### src/rtl/wisc_pkg.sv
// Shared WISC types used by the execute-stage flag/branch logic
// and by the fetch-side branch predictor.
package wisc_pkg;

  typedef enum logic [3:0] {
    OP_ADD    = 4'b0000,
    OP_SUB    = 4'b0001,
    OP_XOR    = 4'b0010,
    OP_RED    = 4'b0011,
    OP_SLL    = 4'b0100,
    OP_SRA    = 4'b0101,
    OP_ROR    = 4'b0110,
    OP_PADDSB = 4'b0111,
    OP_LW     = 4'b1000,
    OP_SW     = 4'b1001,
    OP_LLB    = 4'b1010,
    OP_LHB    = 4'b1011,
    OP_B      = 4'b1100,
    OP_BR     = 4'b1101,
    OP_PCS    = 4'b1110,
    OP_HLT    = 4'b1111
  } opcode_t;

  typedef enum logic [2:0] {
    CC_NE     = 3'b000,
    CC_EQ     = 3'b001,
    CC_GT     = 3'b010,
    CC_LT     = 3'b011,
    CC_GTE    = 3'b100,
    CC_LTE    = 3'b101,
    CC_OV     = 3'b110,
    CC_UNCOND = 3'b111
  } ccc_t;

  typedef struct packed {
    logic n;
    logic z;
    logic v;
  } flags_t;

  typedef enum logic {
    RUN    = 1'b0,
    HALTED = 1'b1
  } fbu_state_t;

  typedef enum logic [1:0] {
    WR_NONE,
    WR_Z,
    WR_NZV
  } wr_class_t;

  // Which flag bits an opcode is allowed to overwrite.
  function automatic wr_class_t writer_class(input opcode_t op);
    case (op)
      OP_ADD, OP_SUB:                 writer_class = WR_NZV;
      OP_XOR, OP_SLL, OP_SRA, OP_ROR: writer_class = WR_Z;
      default:                        writer_class = WR_NONE;
    endcase
  endfunction

endpackage

### src/rtl/cond_eval.sv
// Combinational branch-condition evaluator: (flags, condition code) -> taken.
module cond_eval
  import wisc_pkg::*;
(
  input  flags_t f,
  input  ccc_t   ccc,
  output logic   taken
);

  always_comb begin
    taken = 1'b0;
    case (ccc)
      CC_NE:     taken = ~f.z;
      CC_EQ:     taken = f.z;
      CC_GT:     taken = ~f.z & ~f.n;
      CC_LT:     taken = f.n;
      CC_GTE:    taken = f.z | (~f.z & ~f.n);
      CC_LTE:    taken = f.n | f.z;
      CC_OV:     taken = f.v;
      CC_UNCOND: taken = 1'b1;
      default:   taken = 1'b0;
    endcase
  end

endmodule

### src/rtl/flag_branch_unit.sv
// Architectural N/Z/V flag register with same-cycle bypass into the
// conditional-branch resolver; halts when HLT commits.
module flag_branch_unit
  import wisc_pkg::*;
#(
  parameter int DATA_W = 16
) (
  input  logic              clk,
  input  logic              rst_n,
  input  logic              ex_valid,
  input  logic [3:0]        ex_opcode,
  input  logic [DATA_W-1:0] alu_result,
  input  logic              alu_ovfl,
  input  logic              stall,
  input  logic              flush,
  input  logic              br_valid,
  input  logic [2:0]        br_ccc,
  output logic [2:0]        flags,
  output logic              br_resolved,
  output logic              br_taken,
  output logic              halted
);

  opcode_t    op;
  fbu_state_t state_q, state_d;
  flags_t     flags_q, flags_d;
  logic       br_resolved_q, br_resolved_d;
  logic       br_taken_q, br_taken_d;
  logic       run, ex_fire, br_accept, cond_taken;
  logic [2:0] wr_mask, cand_vec, cur_vec, next_vec;

  always_comb begin
    op        = opcode_t'(ex_opcode);
    run       = (state_q == RUN);
    ex_fire   = ex_valid & ~flush & ~stall & run;
    br_accept = br_valid & ~stall & run;
    cand_vec  = {alu_result[DATA_W-1], ~|alu_result, alu_ovfl};
    cur_vec   = flags_q;
    wr_mask   = 3'b000;
    if (ex_fire) begin
      case (writer_class(op))
        WR_NZV:  wr_mask = 3'b111;
        WR_Z:    wr_mask = 3'b010;
        default: wr_mask = 3'b000;
      endcase
    end
  end

  // Per-bit merge: this vector is both the next committed value and the bypass.
  for (genvar gi = 0; gi < 3; gi++) begin : g_merge
    assign next_vec[gi] = wr_mask[gi] ? cand_vec[gi] : cur_vec[gi];
  end

  cond_eval u_cond_eval (
    .f     (flags_t'(next_vec)),
    .ccc   (ccc_t'(br_ccc)),
    .taken (cond_taken)
  );

  always_comb begin
    flags_d       = flags_t'(next_vec);
    state_d       = state_q;
    br_resolved_d = br_accept;
    br_taken_d    = br_taken_q;
    if (br_accept) br_taken_d = cond_taken;
    if (ex_fire && op == OP_HLT) state_d = HALTED;
  end

  always_ff @(posedge clk or negedge rst_n) begin
    if (!rst_n) begin
      state_q       <= RUN;
      flags_q       <= '0;
      br_resolved_q <= 1'b0;
      br_taken_q    <= 1'b0;
    end else begin
      state_q       <= state_d;
      flags_q       <= flags_d;
      br_resolved_q <= br_resolved_d;
      br_taken_q    <= br_taken_d;
    end
  end

  assign flags       = flags_q;
  assign br_resolved = br_resolved_q;
  assign br_taken    = br_taken_q;
  assign halted      = (state_q == HALTED);

endmodule

### config.mk
export PLATFORM = sky130hd
export DESIGN_NAME = flag_branch_unit
export DESIGN_NICKNAME = d
export VERILOG_FILES = /design/src/rtl/wisc_pkg.sv /design/src/rtl/cond_eval.sv /design/src/rtl/flag_branch_unit.sv
export SDC_FILE = /design/constraint.sdc
export NUM_CORES = 1
export LEC_CHECK = 0
export CAP_MARGIN = 40
export CORE_MARGIN = 2
export CORE_UTILIZATION = 27
export DETAILED_ROUTE_END_ITERATION = 7
export PLACE_DENSITY = 0.8
export SYNTH_ARGS = -nofsm -noshare
export SYNTH_HDL_FRONTEND = slang
export SYNTH_SLANG_ARGS = --single-unit
### constraint.sdc
create_clock -name clk -period 1.6 [get_ports clk]
set_input_delay 0.32 -clock clk [delete_from_list [all_inputs] [get_ports clk]]
set_output_delay 0.32 -clock clk [all_outputs]
set_load 0.005 [all_outputs]
### Word-level counts from Yosys, hierarchy flattened

Index checks and enable logic that the tools add are counted.

* bits in registers: 6
* bits in latches: 0
* RAM bits: 0
* memory bits (read-only): 0
* output and inout port bits: 6
* word-level logic and storage cells: 49
* memories: 0

* add/sub/neg operators: 0
* multiply operators: 0
* divide/modulo/power cells: 0
* magnitude comparators: 0
* equal/unequal tests: 15
* shifts and indexed selects: 0
* mux-type cells: 8
* bitwise operators: 13
* reductions and logical operators: 7

Operator list (count)
* 16-bit OR reduction: 1
* 3-bit == test, second input constant: 4
* 4-bit by 3-bit == test with 1-bit output, second input constant: 3
* 1-bit one-hot mux with 8 select lines: 1
* 1-bit AND: 6
* 3-bit by 2-bit == test with 1-bit output, second input constant: 2
* 3-bit one-hot mux with 2 select lines: 1
* 1-bit inverter: 5
* 4-bit by 1-bit == test with 1-bit output, second input constant: 1
* 4-bit by 2-bit == test with 1-bit output, second input constant: 1
* 4-bit == test, second input constant: 1
* 4-bit zero test: 1
* 2-bit one-hot mux with 2 select lines: 1
* 4-bit OR reduction: 1
* 3-bit by 1-bit == test with 1-bit output, second input constant: 1
* 3-bit zero test: 1
* 1-bit 2-to-1 mux: 3
* 3-bit 2-to-1 mux: 1
* 2-bit by 1-bit == test with 1-bit output, second input constant: 1
* 2-bit == test, second input constant: 1
* 2-bit 2-to-1 mux: 1
* 1-bit OR: 2
* 2-bit OR reduction: 1
* 1-bit logical AND: 1
* 1-bit zero test: 1

### Longest topological paths before layout

Gate-level depths: netlist of the first run.

* depth in word-level cells: 13
* mapped depth: 7
* mapped depth without buffers: 7

### Hierarchy

From an unflattened synthesis of the first run, not the netlist that was laid out.

* cell total of the unflattened synthesis: 38
* area, all modules: 396.6 µm²

Modules (own cells, without submodules)
* flag_branch_unit: instances 1, cells an instance 27, area an instance 320.3 µm²
* cond_eval: instances 1, cells an instance 11, area an instance 76.3 µm²

### Least setup slack after synthesis of the first run

Ideal clock, no wire load.

* path type: input to register
* from: in ex_opcode[0]
* to: reg br_taken_q, in the netlist br_taken
* library setup time: 0.084 ns
* arrival: 1.749 ns
* data required time: 1.516 ns
* slack: -0.232 ns
* cell stages on the path: 7
* path buffers: 0
* cell sequence: a21oi_1 o21ai_0 ha_1 and3_2 or2_1 or4_4 a41oi_2

RTL lines
* start, declared: RTL line flag_branch_unit.sv:11 `input logic [3:0] ex_opcode,`
* end signal, assigned: RTL line flag_branch_unit.sv:79 `br_taken_q <= br_taken_d;`
* end, declared: RTL line flag_branch_unit.sv:28 `logic br_taken_q, br_taken_d;`

==> metrics, run 1 <==
placed insts=101; max_cap viols=0; # hold bufs at CTS=0; Filler Cell Count=120; Crit-path slowest cell=or4b_4; CP Launch Point=halted; Worst Path Arrival=2.02 ns; r2r endpoint=br_taken; I/O pins=36; RSZ-0062 raised after global routing=yes; layout cells sized above 1=28.9%; mapped cell area=between 400 and 500 um2; Cell Count, Final, Fillers Out=106; post-route minimum period=around 1.9 ns; Pleak=0.000389 uW; CTS Buffer Depth=2; Worst setup SP type=register; Sequential Area=150 um2; post-synthesis cell type count=29; multi-input logic area=320 um2; Yosys reg bits=6; failing checks=negative setup slack; Placer Congestion=0.664; chip width=43.8 um; max incr delay on CP=0.54 ns; row count=14; CP Max Fanout=5; Post-Syn Instances=42; Ys Warns=0; HPWL Detailed=1080 um; worst hold path class=input pin to asynchronous set/reset pin; grt total ovfl=0; status=complete, but fails checks; diode count=0; largest net degree at the start of global routing=7; vias=541; total die area=1920 um2; vias in the first global route=555; area grow syn2layout=119%; DR iter-0 viols=4; WP data required=around 1.8 ns; Worst slew margin=just under 80%; worst r2r src=halted; nature of the critical path endpoint=register; DR WL/cell=approximately 13 um; Tcrit/Tclk final=116%; CTS tree=built; clk_lat worst skew=~0.23 ns; Final Hold Viols=0; wirelength, routed=1370 um; Finish-stage setup viols=2; H-Tree Depth=1; die extent in y=43.8 um; final net count=123; Seq/Total Area, Yosys=between 30% and 40%; aggregate global-route resource usage=15.0%; Sum Neg Setup Slack=-0.304 ns; min setup slack post-route=-0.262 ns; VDD IR max=0.000474 V; CP bufs+invs=0; Top Family by Delay on Critical Path=simple AND/OR/NAND/NOR gates; vias per cell=5.10; clock root buffer=clkbuf_4; FMAX=537 MHz; pwr dens=574 nW/um2; cts bufs inserted=3; initial core utilization=around 29%; Core Box Area=roughly 1500 um2; DRC Markers=0; CP Cell Sequence=or4b_4 > o21ai_4 > o31ai_4 > or4_4 > a41oi_2; fin. max-slew vios=0; Worst-Margin Slew=0.315 ns; drt first pass iters=4; global-route wire length before repair=2210 um; initial antenna violation count=0; clock sinks=6; Reg2Reg Depth=5; syn avg cell area=10.2 um2; final clock skew=around 0.00037 ns; Post-Syn Nets=73; r2r setup slk=-0.26 ns; critical path class=register to register; post-route ant nets=0; clock slew seen by the registers of the worst setup and hold paths=0.04 ns; Port Buf Inserts=35
==> power by group <==
| group | internal, uW | leakage [uW] | switching (uW) |
|---|---|---|---|
| Clock | 84.2 | 0.0000138 | 45.6 |
| Combinational | 150 | 0.000298 | 70.3 |
| Sequential | 173 | 0.0000767 | 15.5 |
| Total | 408 | 0.000389 | 131 |
==> cells by family (layout without fill, tap and decap cells) <==
family / after synthesis / after routing / synth area share [%]
simple gates: 21 / 21 / 34.8
compound gates: 13 / 13 / 26.3
flops: 6 / 6 / 35.1
fa+ha+maj: 1 / 1 / 2.92
buf+inv: 1 / 49 / 0.876
==> layout by cell type (no fill, tap or decap), types with 2 or more instances in the layout <==
| master | count |
|---|---|
| clkdlybuf4s50_1 | 28 |
| buf_4 | 9 |
| nor2_1 | 2 |
| nor4_1 | 4 |
| nand4_1 | 2 |
| dlygate4sd2_1 | 6 |
| dfrtp_1 | 6 |
| nand2_1 | 2 |
| clkbuf_4 | 3 |
==> cell usage after synthesis <==
library cell	instances	area, um2
nor4_1	4	25.0
inv_1	1	3.75
a2111o_1	1	11.3
a21o_1	1	7.51
or3b_2	1	8.76
ha_1	1	12.5
nor3_1	1	5.00
nor4b_2	1	15.0
nand2_1	2	7.51
o21ai_2	1	8.76
and2b_1	1	7.51
o21ai_0	2	10.0
a21oi_1	1	5.00
and3_2	2	15.0
o211a_1	1	10.0
or4b_4	1	13.8
o21bai_1	1	7.51
dfrtp_1	6	150
o2111ai_1	1	8.76
o211ai_1	1	7.51
nor3b_1	1	7.51
a21boi_1	1	7.51
nor2_1	2	7.51
a41oi_2	1	16.3
or2_1	1	6.26
o31ai_2	1	12.5
or4_4	1	11.3
nand4_1	2	12.5
or3_1	1	6.26
==> timing repair <==
action	in CTS	in global routing
pin swaps	10	8
resized for setup	13	3
setup buffers	2	0
setup endpoints to repair	2	3
==> area by class of cell <==
cell class / count / share of cell area, %
timing repair buffer: 45 / 44.9
multi-input combinational: 35 / 34.1
sequential: 6 / 16.0
inverter: 1 / 0.400
tap: 16 / 2.13
clock buffer: 3 / 2.40
==> worst register-to-register path, cell delays in order (launching register included) <==
cell	delay (ns)
dfrtp_1	0.41
or4b_4	0.54
o21ai_4	0.16
o31ai_4	0.11
or4_4	0.43
a41oi_2	0.13
==> how the worst max path moves through the flow <==
stage               endpoint  slack (ns)  depth (start not counted)
floorplan           br_taken       -0.18                          7
global placement    br_taken       -0.70                          8
detailed placement  br_taken       -0.73                          8
CTS                 br_taken       -0.36                          5
global route        br_taken       -0.31                          5
finish              br_taken       -0.26                          5
==> state kept, by name (all words and copies together) (netlist names) <==
| name | count |
|---|---|
| halted | 1 |
| br_resolved | 1 |
| flags | 3 |
| br_taken | 1 |
==> per-stage QoR <==
step | area (um2) | power, uW | utilization (%) | setup slack [ns] | hold WS [ns]
detailed placement | 861 | 403 | 57.8 | -0.732 | 0.504
global route | 938 | 577 | 63.0 | -0.312 | 0.336
finish | 938 | 539 | 63.0 | -0.262 | 0.323
global placement | 861 | 400 | 57.8 | -0.699 | 0.514
floorplan | 430 | 247 | - | -0.184 | 0.0244
CTS | 927 | 546 | 62.3 | -0.355 | 0.322
==> metal layers <==
metal / vias up / GRT usage (%) / wire length, um
met4: 0 / 3.64 / 0
met2: 27 / 25.9 / 637
li1: 272 / - / -
met1: 242 / 17.9 / 558
met3: 0 / 4.58 / 172
met5: - / 0 / 0
Power figures use the tool's default switching activity.
==> inputs of run 2 (changes only) <==
--- a/config.mk
+++ b/config.mk
@@ -9,6 +9,7 @@
 export CORE_MARGIN = 2
 export CORE_UTILIZATION = 27
 export DETAILED_ROUTE_END_ITERATION = 7
+export MAX_ROUTING_LAYER = met4
 export PLACE_DENSITY = 0.8
 export SYNTH_ARGS = -nofsm -noshare
 export SYNTH_HDL_FRONTEND = slang
==> metrics, run 2 (synthesis results as in run 1) <==
Worst Hold Margin=0.324 ns (was 0.323 ns); final net count=123 (unchanged); Worst slew margin=78.9% (about the same); Finish-stage setup viols=2 (unchanged); largest net degree at the start of global routing=7 (unchanged); Port Buf Inserts=35 (unchanged); initial core utilization=28.7% (unchanged); Worst-Margin Slew=0.314 ns (was 0.315 ns); Largest register FFs=3 (unchanged); vias=540 (was 541); multi-input logic area=320 um2 (unchanged); grt total ovfl=0 (unchanged); max incr delay on CP=0.54 ns (about the same); min setup slack post-route=-0.261 ns (was -0.262 ns); DR iter-0 viols=6 (was 4); nature of the critical path endpoint=register (unchanged); die extent in y=43.8 um (unchanged); drt first pass iters=4 (unchanged); Final Hold Viols=0 (unchanged); clock root buffer=clkbuf_4 (unchanged); failing checks=negative setup slack (unchanged); final clock skew=0.000419 ns (was 0.000366 ns); vias in the first global route=552 (was 555); total die area=1920 um2 (unchanged); CTS Buffer Depth=2 (unchanged); area grow syn2layout=119% (unchanged); CTS tree=built (unchanged); critical path class=register to register (unchanged); CP Max Fanout=5 (unchanged); clk_lat worst skew=0.23 ns (about the same); post-route minimum period=1.86 ns (about the same); chip width=43.8 um (unchanged); Worst setup SP type=register (unchanged); HPWL Detailed=1080 um (unchanged); pwr dens=574 nW/um2 (about the same); CP Cell Sequence=or4b_4 > o21ai_4 > o31ai_4 > or4_4 > a41oi_2 (unchanged); DR WL/cell=12.9 um (about the same); wirelength, routed=1370 um (about the same); fin. max-slew vios=0 (unchanged); pre-CTS WS=-0.732 ns (unchanged); total power=538 uW (was 539 uW); Crit-path slowest cell=or4b_4 (unchanged); DRC Markers=0 (unchanged); Tcrit/Tclk final=116% (about the same); Core Box Area=1490 um2 (unchanged); clock slew seen by the registers of the worst setup and hold paths=0.04 ns (about the same); Sum Neg Setup Slack=-0.303 ns (was -0.304 ns); CP Launch Point=halted (unchanged); CP Depth=5 (unchanged); Top Family by Delay on Critical Path=simple AND/OR/NAND/NOR gates (unchanged); diode count=0 (unchanged); vias per cell=5.09 (was 5.10); I/O pins=36 (unchanged); RSZ-0062 raised after global routing=yes (unchanged); Util after Layout=63.0% (unchanged); worst r2r src=halted (unchanged); VDD IR max=0.000474 V (about the same); clock sinks=6 (unchanged); aggregate global-route resource usage=15.4% (was 15.0%); CP bufs+invs=0 (unchanged); layout cells sized above 1=28.9% (unchanged); WP data required=1.75 ns (about the same); Pleak=0.000389 uW (unchanged); Filler Cell Count=120 (unchanged); post-route ant nets=0 (unchanged); commonest non-fill, non-tap cell in the layout=clkdlybuf4s50_1 (unchanged); Worst Path Arrival=2.02 ns (about the same); max_cap viols=0 (unchanged); row count=14 (unchanged); Reg2Reg Depth=5 (unchanged); FMAX=537 MHz (about the same); Placer Congestion=0.670 (was 0.664); cts bufs inserted=3 (unchanged); worst hold path class=input pin to asynchronous set/reset pin (unchanged); most frequent cells in the layout=clkdlybuf4s50_1 (28), buf_4 (9), dfrtp_1 (6), dlygate4sd2_1 (6), nor4_1 (4) (unchanged); Sequential Area=150 um2 (unchanged); global-route wire length before repair=2210 um (unchanged); status=complete, but fails checks (unchanged); initial antenna violation count=0 (unchanged); H-Tree Depth=1 (unchanged)
==> run 2: cell counts in the layout (fill, tap and decap cells not counted) <==
Identical to the previous run, type by type.
==> run 2: per-layer routing <==
layer | GRT usage [%] | vias to the layer above | routed length [um]
met1 | 17.9 | 244 | 580
met2 | 25.9 | 25 | 640
met5 | - | - | 0
met4 | 3.64 | 0 | 0
li1 | - | 271 | -
met3 | 4.58 | 0 | 150
==> run 2: layout make-up <==
class,instances,share of cell area (%)
inverter,1,0.400
timing repair buffer,45,44.9
tap,16,2.13
sequential,6,16.0
multi-input combinational,35,34.1
clock buffer,3,2.40
==> run 2: per-stage QoR <==
stage,area [um2],cells
6_report,938,106
3_5_place_dp,861,101
5_1_grt,938,106
2_1_floorplan,430,42
3_3_place_gp,861,101
4_1_cts,927,106
==> run 2: timing repair <==
item / 4_1_cts / 5_1_grt
buffers inserted: 2 / 0
endpoints found under the setup margin: 2 / 3
pin swaps: 10 / 8
hold buffers: 0 / 0
resized for setup: 13 / 3
==> run 2: worst paths after layout <==
| kind | end | slack [ns] |
|---|---|---|
| worst max-delay path | br_taken | -0.26 |
| worst min-delay path | br_taken | 0.32 |
| worst max register to register | br_taken | -0.26 |
| worst min register to register | flags[0] | 0.52 |
| max in group asynchronous | flags[1] | 1.07 |
| min in group clk | flags[0] | 0.52 |
==> run 2: where the power goes <==
| group | internal, uW | switching [uW] |
|---|---|---|
| Clock | 84.2 | 45.1 |
| Combinational | 150 | 70.2 |
| Sequential | 173 | 15.5 |
==> inputs of run 3 (changes only) <==
--- a/config.mk
+++ b/config.mk
@@ -6,11 +6,11 @@
 export NUM_CORES = 1
 export LEC_CHECK = 0
 export CAP_MARGIN = 40
-export CORE_MARGIN = 2
 export CORE_UTILIZATION = 27
 export DETAILED_ROUTE_END_ITERATION = 7
 export MAX_ROUTING_LAYER = met4
 export PLACE_DENSITY = 0.8
+export RECOVER_POWER = 100
 export SYNTH_ARGS = -nofsm -noshare
 export SYNTH_HDL_FRONTEND = slang
 export SYNTH_SLANG_ARGS = --single-unit
==> metrics, run 3 (synthesis results as in run 1) <==
status=complete, but fails checks (unchanged); failing checks=negative setup slack (unchanged); row count=14 (unchanged); Finish-stage setup viols=1 (was 2); CP Depth=8 (was 5); CTS Buffer Depth=2 (unchanged); drt first pass iters=3 (was 4); DRC Markers=0 (unchanged); clk_lat worst skew=0.24 ns (was 0.23 ns); grt total ovfl=0 (unchanged); layout cells sized above 1=31.9% (was 28.9%); CP Max Fanout=4 (was 5); initial core utilization=28.7% (unchanged); die extent in y=41.8 um (was 43.8 um); total die area=1750 um2 (was 1920 um2); Final Cell Area=961 um2 (was 938 um2); Worst-Margin Slew=0.303 ns (was 0.314 ns); worst hold path class=input pin to asynchronous set/reset pin (unchanged); commonest non-fill, non-tap cell in the layout=clkdlybuf4s50_1 (unchanged); post-route ant nets=0 (unchanged); Top Family by Delay on Critical Path=simple AND/OR/NAND/NOR gates (unchanged); Sequential Area=150 um2 (unchanged); aggregate global-route resource usage=18.1% (was 15.4%); HPWL Detailed=1060 um (was 1080 um); fin. max-slew vios=0 (unchanged); worst r2r src=halted (unchanged); multi-input logic area=335 um2 (was 320 um2); Crit-path slowest cell=or4_4 (was or4b_4); Filler Cell Count=111 (was 120); initial antenna violation count=0 (unchanged); final net count=124 (was 123); pwr dens=595 nW/um2 (was 574 nW/um2); largest net degree at the start of global routing=7 (unchanged); dpl cell area=838 um2 (was 861 um2); Placer Congestion=0.693 (was 0.670); nature of the critical path endpoint=register (unchanged); max_cap viols=0 (unchanged); Largest register FFs=3 (unchanged); r2r setup slk=-0.24 ns (was -0.26 ns); Worst setup SP type=input pin (was register); Worst slew margin=79.8% (was 78.9%); max incr delay on CP=0.49 ns (was 0.54 ns); r2r endpoint=br_taken (unchanged); VDD IR max=0.000479 V (was 0.000474 V); DR iter-0 viols=10 (was 6); vias per cell=5.17 (was 5.09); area grow syn2layout=125% (was 119%); clock sinks=6 (unchanged); vias in the first global route=524 (was 552); Worst setup endpoint=br_taken (unchanged); final clock skew=0.00456 ns (was 0.000419 ns); CTS tree=built (unchanged); FMAX=533 MHz (was 537 MHz); CP Launch Point=ex_opcode[3] (was halted); Final Hold Viols=0 (unchanged); CP Cell Sequence=dlygate4sd2_1 > a21oi_1 > o21ai_1 > ha_2 > and3_4 > or2_1 > or4_4 > a41oi_2 (was or4b_4 > o21ai_4 > o31ai_4 > or4_4 > a41oi_2); I/O pins=36 (unchanged); CP bufs+invs=1 (was 0); Tcrit/Tclk final=117% (was 116%); clock slew seen by the registers of the worst setup and hold paths=0.04 ns (about the same); Pleak=0.000409 uW (was 0.000389 uW); DR WL/cell=13.9 um (was 12.9 um); clock root buffer=clkbuf_4 (unchanged); Core Box Area=1490 um2 (unchanged); global-route wire length before repair=2380 um (was 2210 um); most frequent cells in the layout=clkdlybuf4s50_1 (22), buf_4 (10), dfrtp_1 (6), dlygate4sd2_1 (6), dlygate4sd3_1 (5) (was clkdlybuf4s50_1 (28), buf_4 (9), dfrtp_1 (6), dlygate4sd2_1 (6), nor4_1 (4)); post-route minimum period=1.88 ns (was 1.86 ns); critical path class=input pin to register (was register to register); RSZ-0062 raised after global routing=yes (unchanged); total power=572 uW (was 538 uW); WP data required=1.76 ns (was 1.75 ns); diode count=0 (unchanged); min setup slack post-route=-0.275 ns (was -0.261 ns); vias=553 (was 540); cts bufs inserted=3 (unchanged); wirelength, routed=1480 um (was 1370 um); Port Buf Inserts=35 (unchanged); chip width=41.8 um (was 43.8 um); Reg2Reg Depth=6 (was 5); Worst Path Arrival=2.03 ns (was 2.02 ns); H-Tree Depth=1 (unchanged)
[run 3: cell count changes in the layout (fill, tap and decap cells not counted), sizes merged]
cell	change
dlygate4sd3	+5
clkdlybuf4s50	-6
clkdlybuf4s15	+1
buf	+1
[run 3: worst min-delay path by stage]
stage	to	slack [ns]	startpoint	cells after the start
2_1_floorplan	br_resolved	0.02	rst_n	0
3_3_place_gp	flags[0]	0.51	flags[0]	1
3_5_place_dp	flags[0]	0.52	flags[0]	1
4_1_cts	br_taken	0.31	rst_n	1
5_1_grt	flags[2]	0.40	rst_n	1
6_report	flags[0]	0.38	rst_n	1
[run 3: what timing repair did]
action / 4_1_cts / 5_1_grt
setup endpoints to repair: 2 / 1
pin swaps: 10 / 10
setup buffers: 4 / 2
resized for setup: 14 / 7
hold buffers: 0 / 0
[run 3: layout make-up]
| class | instances | share of cell area, % |
|---|---|---|
| tap | 16 | 2.08 |
| multi-input combinational | 35 | 34.9 |
| timing repair buffer | 46 | 44.7 |
| clock buffer | 3 | 2.34 |
| sequential | 6 | 15.6 |
| inverter | 1 | 0.391 |
[run 3: through the flow]
| stage | worst slack, ns | std cells | hold WS [ns] | util [%] | TNS [ns] |
|---|---|---|---|---|---|
| after floorplan | -0.184 | 42 | 0.0244 | - | -0.184 |
| after global placement | -0.707 | 98 | 0.507 | 56.3 | -1.21 |
| after detailed placement | -0.738 | 98 | 0.521 | 56.3 | -1.25 |
| after CTS | -0.306 | 105 | 0.313 | 61.7 | -0.306 |
| after global routing | -0.305 | 107 | 0.400 | 64.5 | -0.312 |
| final | -0.275 | 107 | 0.383 | 64.5 | -0.275 |
[run 3: layer usage]
metal	vias to the layer above	routed length [um]	track usage, %
li1	273	-	-
met1	256	648	21.6
met2	24	695	28.7
met3	0	138	6.09
met4	0	0	5.81
met5	-	0	-
[run 3: power by group]
| group | internal, uW | switching (uW) | total, uW |
|---|---|---|---|
| Combinational | 166 | 86.3 | 253 |
| Sequential | 173 | 12.2 | 185 |
| Clock | 84.5 | 49.7 | 134 |
| Total | 424 | 148 | 572 |
